--- config.mk ---
export PLATFORM = sky130hd
export DESIGN_NAME = alu_op_sequencer
export DESIGN_NICKNAME = d
export VERILOG_FILES = /design/src/rtl/alu_op_sequencer.sv
export SDC_FILE = /design/constraint.sdc
export NUM_CORES = 1
export LEC_CHECK = 0
export CORE_MARGIN = 4
export CORE_UTILIZATION = 45
export CTS_CLUSTER_DIAMETER = 30
export DETAILED_ROUTE_END_ITERATION = 8
export MAX_ROUTING_LAYER = met4
export PLACE_DENSITY = 0.94
export SYNTH_ARGS = -nofsm -noshare
export SYNTH_HDL_FRONTEND = slang
export SYNTH_SLANG_ARGS = --single-unit
--- constraint.sdc ---
create_clock -name clk -period 4.45 [get_ports clk]
set_clock_uncertainty 0.15 [all_clocks]
set_input_delay 0.445 -clock clk [delete_from_list [all_inputs] [get_ports clk]]
set_output_delay 0.445 -clock clk [all_outputs]
set_load 0.005 [all_outputs]
--- src/rtl/alu_op_sequencer.sv ---
`default_nettype none
// ============================================================================
//  Module      : alu_op_sequencer
//  Description : Issues one operation to a registered ALU, waits out its
//                pipeline latency and returns result/flags over valid/ready.
//  Revision    : 1.0 - initial release
// ============================================================================
module alu_op_sequencer #(
    parameter int LENGTH      = 8,
    parameter int ALU_LATENCY = 2,
    parameter int CHECK_PARAM = 1
) (
    input  logic              clk,
    input  logic              rst_n,
    input  logic              req_valid,
    output logic              req_ready,
    input  logic [LENGTH-1:0] req_a,
    input  logic [LENGTH-1:0] req_b,
    input  logic [3:0]        req_op,
    output logic              rsp_valid,
    input  logic              rsp_ready,
    output logic [LENGTH-1:0] rsp_result,
    output logic              rsp_carry,
    output logic              rsp_overflow,
    output logic              rsp_zero,
    output logic              rsp_err,
    output logic              alu_en,
    output logic [LENGTH-1:0] alu_a,
    output logic [LENGTH-1:0] alu_b,
    output logic [3:0]        alu_ctrl,
    input  logic [LENGTH-1:0] alu_result,
    input  logic              alu_carry_f,
    input  logic              alu_overflow_f,
    input  logic              alu_zero_f
);

    localparam logic [1:0] c_idle          = 2'd0;
    localparam logic [1:0] c_exec          = 2'd1;
    localparam logic [1:0] c_capture       = 2'd2;
    localparam logic [1:0] c_resp          = 2'd3;
    localparam logic [1:0] c_latency       = ALU_LATENCY[1:0];
    localparam logic [3:0] c_last_legal_op = 4'd9;

    generate
        if ((CHECK_PARAM != 0) && ((LENGTH < 4) || (ALU_LATENCY > 2) || (ALU_LATENCY < 0))) begin : g_param_check
            $fatal(1, "alu_op_sequencer: LENGTH must be >= 4 and ALU_LATENCY in 0..2");
        end
    endgenerate

    logic [1:0]        r_state;
    logic [1:0]        w_next_state;
    logic [1:0]        r_cnt;
    logic [LENGTH-1:0] r_alu_a;
    logic [LENGTH-1:0] r_alu_b;
    logic [3:0]        r_alu_ctrl;
    logic [LENGTH-1:0] r_rsp_result;
    logic              r_rsp_carry;
    logic              r_rsp_overflow;
    logic              r_rsp_zero;
    logic              r_rsp_err;
    logic              w_illegal;

    assign w_illegal = (req_op > c_last_legal_op);

    always_ff @(posedge clk or negedge rst_n) begin
        if (!rst_n) begin
            r_state <= c_idle;
        end else begin
            r_state <= w_next_state;
        end
    end

    always_comb begin
        w_next_state = r_state;
        case (r_state)
            c_idle: begin
                if (req_valid) begin
                    if (w_illegal) begin
                        w_next_state = c_resp;
                    end else if (c_latency == 2'd0) begin
                        w_next_state = c_capture;
                    end else begin
                        w_next_state = c_exec;
                    end
                end
            end
            // Leave on the last enabled cycle so the ALU sees exactly ALU_LATENCY en cycles
            c_exec: begin
                if (r_cnt <= 2'd1) begin
                    w_next_state = c_capture;
                end
            end
            c_capture: w_next_state = c_resp;
            c_resp: begin
                if (rsp_ready) begin
                    w_next_state = c_idle;
                end
            end
            default: w_next_state = c_idle;
        endcase
    end

    always_ff @(posedge clk or negedge rst_n) begin
        if (!rst_n) begin
            r_cnt          <= 2'd0;
            r_alu_a        <= '0;
            r_alu_b        <= '0;
            r_alu_ctrl     <= 4'd0;
            r_rsp_result   <= '0;
            r_rsp_carry    <= 1'b0;
            r_rsp_overflow <= 1'b0;
            r_rsp_zero     <= 1'b0;
            r_rsp_err      <= 1'b0;
        end else begin
            case (r_state)
                c_idle: begin
                    if (req_valid) begin
                        if (w_illegal) begin
                            // Rejected opcodes never touch the ALU operand registers
                            r_rsp_result   <= '0;
                            r_rsp_carry    <= 1'b0;
                            r_rsp_overflow <= 1'b0;
                            r_rsp_zero     <= 1'b0;
                            r_rsp_err      <= 1'b1;
                        end else begin
                            r_alu_a    <= req_a;
                            r_alu_b    <= req_b;
                            r_alu_ctrl <= req_op;
                            r_cnt      <= c_latency;
                        end
                    end
                end
                c_exec: r_cnt <= r_cnt - 2'd1;
                c_capture: begin
                    r_rsp_result   <= alu_result;
                    r_rsp_carry    <= alu_carry_f;
                    r_rsp_overflow <= alu_overflow_f;
                    r_rsp_zero     <= alu_zero_f;
                    r_rsp_err      <= 1'b0;
                end
                default: ;
            endcase
        end
    end

    assign req_ready    = (r_state == c_idle);
    assign rsp_valid    = (r_state == c_resp);
    assign alu_en       = (r_state == c_exec);
    assign alu_a        = r_alu_a;
    assign alu_b        = r_alu_b;
    assign alu_ctrl     = r_alu_ctrl;
    assign rsp_result   = r_rsp_result;
    assign rsp_carry    = r_rsp_carry;
    assign rsp_overflow = r_rsp_overflow;
    assign rsp_zero     = r_rsp_zero;
    assign rsp_err      = r_rsp_err;

endmodule
`default_nettype wire

==> results by group <==
Clock network
  – Depth of the CTS H-tree: 2
  – Post-CTS Repair Setup Buffers: 0
  – Root Buffer: clkbuf_4
  – Worst-path clk slew: 0.11 ns
  – Clock sinks: 36
  – Post-CTS sizing: 0
  – CTS max path bufs: 2
  – CTS tree: done
  – Clock buffer count from CTS: 5
  – Clk Latency, worst-skew pair: 0.33 ns
  – # hold bufs at CTS: 0

Timing
  – Rel. slew slack: 0.455
  – Worst slew pin tran: 0.815 ns
  – Worst hold slack: 0.357 ns
  – Final Hold Viols: 0
  – PnR worst setup slack: 2.06 ns
  – RSZ-0062 raised after global routing: false
  – Fmax: 418 MHz
  – Period utilization: 0.538
  – Fin crit period: 2.39 ns
  – Final Max Tran Viols: 0
  – Count of final setup violators: 0
  – Final TNS setup: 0 ns

Die
  – Die ar.: 4600 µm²
  – # rows: 21
  – Core area: 3390 µm²
  – Die height: 67.8 µm
  – IO Pins: 70
  – Initial Util: 0.475
  – Die width: 67.8 µm

Critical path
  – Required time worst endpoint: 3.86 ns
  – Critical path fanouts, max: 9
  – Setup CP Type: reg2out
  – Nature of the critical path endpoint: primary output
  – Arr. time, crit path: 1.80 ns
  – CP Launch Type: register
  – Reg2Reg Depth: 5

Logic synthesis
  – Share of the yosys chip area belonging to registers: 0.560
  – Yosys reg bits: 36
  – Post-synthesis net count: 145
  – Yosys cell types: 23
  – Mapped cell area: 1610 µm²
  – Mean area per synthesized cell: 15.5 µm²
  – Cell count after synthesis: 104
  – Cell taking the most area after synthesis: dfrtp_1
  – Largest cells by area after synthesis: dfrtp_1 56%, mux2_4 18%, a22o_1 6.0%, ha_1 4.7%, buf_12 2.5%
  – Yosys top cell area share: 0.560
  – Synth warnings: 0

Finish
  – Fillers: 214
  – Post-route cell area: 2370 µm²
  – Area growth syn-to-layout: 47.4%
  – Post-Layout Cell Count: 224
  – Commonest non-fill, non-tap cell in the layout: clkdlybuf4s50_1
  – Layout Nets: 218
  – Most frequent cells in the layout: 69 x clkdlybuf4s50_1, 36 x dfrtp_1, 19 x mux2_4, 11 x a22o_1, 6 x ha_1
  – Storage element area: 901 µm²
  – Multi-input gate area: 633 µm²
  – Layout cells sized above 1: 0.174
  – Antenna fix cells: 0

Placement
  – Gpl congestion: 0.834
  – Placed Area: 2310 µm²
  – # placed instances: 216
  – Port bufs: 69
  – Pre-CTS setup slack: 2.00 ns
  – Dpl hpwl: 2.72 mm

Global route
  – Initial antenna violation count: 0
  – First-pass GRT wire length: 5.74 mm
  – Total gr overflow: 0
  – Vias in the first global route: 1,194
  – Total GRT Usage: 0.176
  – Largest net degree at the start of global routing: 37

Pwr
  – Power per standard cell area: 666 nW/µm²
  – Peak supply drop: 0.275 mV
  – Leak Pwr: 1.04 nW

Route
  – Drt initial violations: 57
  – Post-DR wirelength/cell: 16.1 µm
  – Post-route antenna net violation count: 0
  – Via count: 1,114
  – Total Wirelength: 3.60 mm
  – Drt first pass iters: 4
  – Vias/cell: 4.97
  – DR DRC count: 0

Status
  – Status: complete, no violations

Min path
  – Hold/Removal Path Class: in2async

Job
  – Max_cap viols: 0
## routing by layer
layer  wire length, µm  vias up  GRT usage
met2              1660       51      0.277
li1                  -      525          -
met1              1530      531      0.204
met4                85        0     0.0893
met5                 0        -          -
met3               329        7     0.0499
## layout make-up
class                   instances  area share
flip-flops and latches         36       0.380
repair buffers                 70       0.294
multi-input cells              59       0.267
well taps                      46      0.0243
clock buffers                   7      0.0232
inverters                       5     0.00792
clock inverters                 1     0.00317
## through the flow
step	total power, W	utilization
after floorplan	0.00100	-
after global placement	0.00137	0.681
after detailed placement	0.00141	0.681
after CTS	0.00160	0.700
after global routing	0.00169	0.700
final	0.00158	0.700
## registers in the layout (all words and copies together) (netlist names)
register	flops
alu_ctrl	4
rsp_zero	1
rsp_overflow	1
rsp_result	8
r_state	2
rsp_err	1
r_cnt	2
alu_b	8
alu_a	8
rsp_carry	1
## worst paths after layout
check | slack [ns] | endpoint | from
setup / recovery | 2.06 | req_ready | r_state[1]
hold / removal | 0.36 | rsp_result[0] | rst_n
setup reg to reg | 2.17 | alu_b[4] | r_state[1]
hold reg to reg | 0.36 | r_cnt[0] | r_cnt[0]
max in group asynchronous | 3.47 | r_cnt[0] | rst_n
min in group clk | 0.36 | r_cnt[0] | r_cnt[0]
## Yosys cell counts
cell and instances:
o211a_1 1, buf_6 1, nor2_1 2, nor2_4 1, o21ai_0 1, nand2_1 2
buf_2 1, o211ai_1 2, buf_12 2, nand3_1 2, nand2b_1 1, mux2i_1 4
o21a_2 1, mux2_4 19, a21oi_2 1, o22a_1 2, a22o_1 11, ha_1 6
o2111a_2 1, a21boi_1 1, inv_1 5, dfrtp_1 36, o221ai_1 1
## power by group
| part | internal [W] | total [W] | switching, W |
|---|---|---|---|
| clock network | 0.0000773 | 0.000182 | 0.000105 |
| registers | 0.000490 | 0.000585 | 0.0000954 |
| logic | 0.000537 | 0.000812 | 0.000275 |
## critical path, stage by stage (launching register included)
cell and delay (ns):
dfrtp_1 0.41, inv_1 0.13, ha_1 0.36, clkdlybuf4s50_1 0.57
## cell families after synthesis
logic type,after synthesis,share of synthesized area
simple gates,8,0.0264
mux,23,0.202
buf+inv,9,0.0467
fa+ha+maj,6,0.0467
compound gates,22,0.118
flops,36,0.560
(Power assumes the default switching activity.)
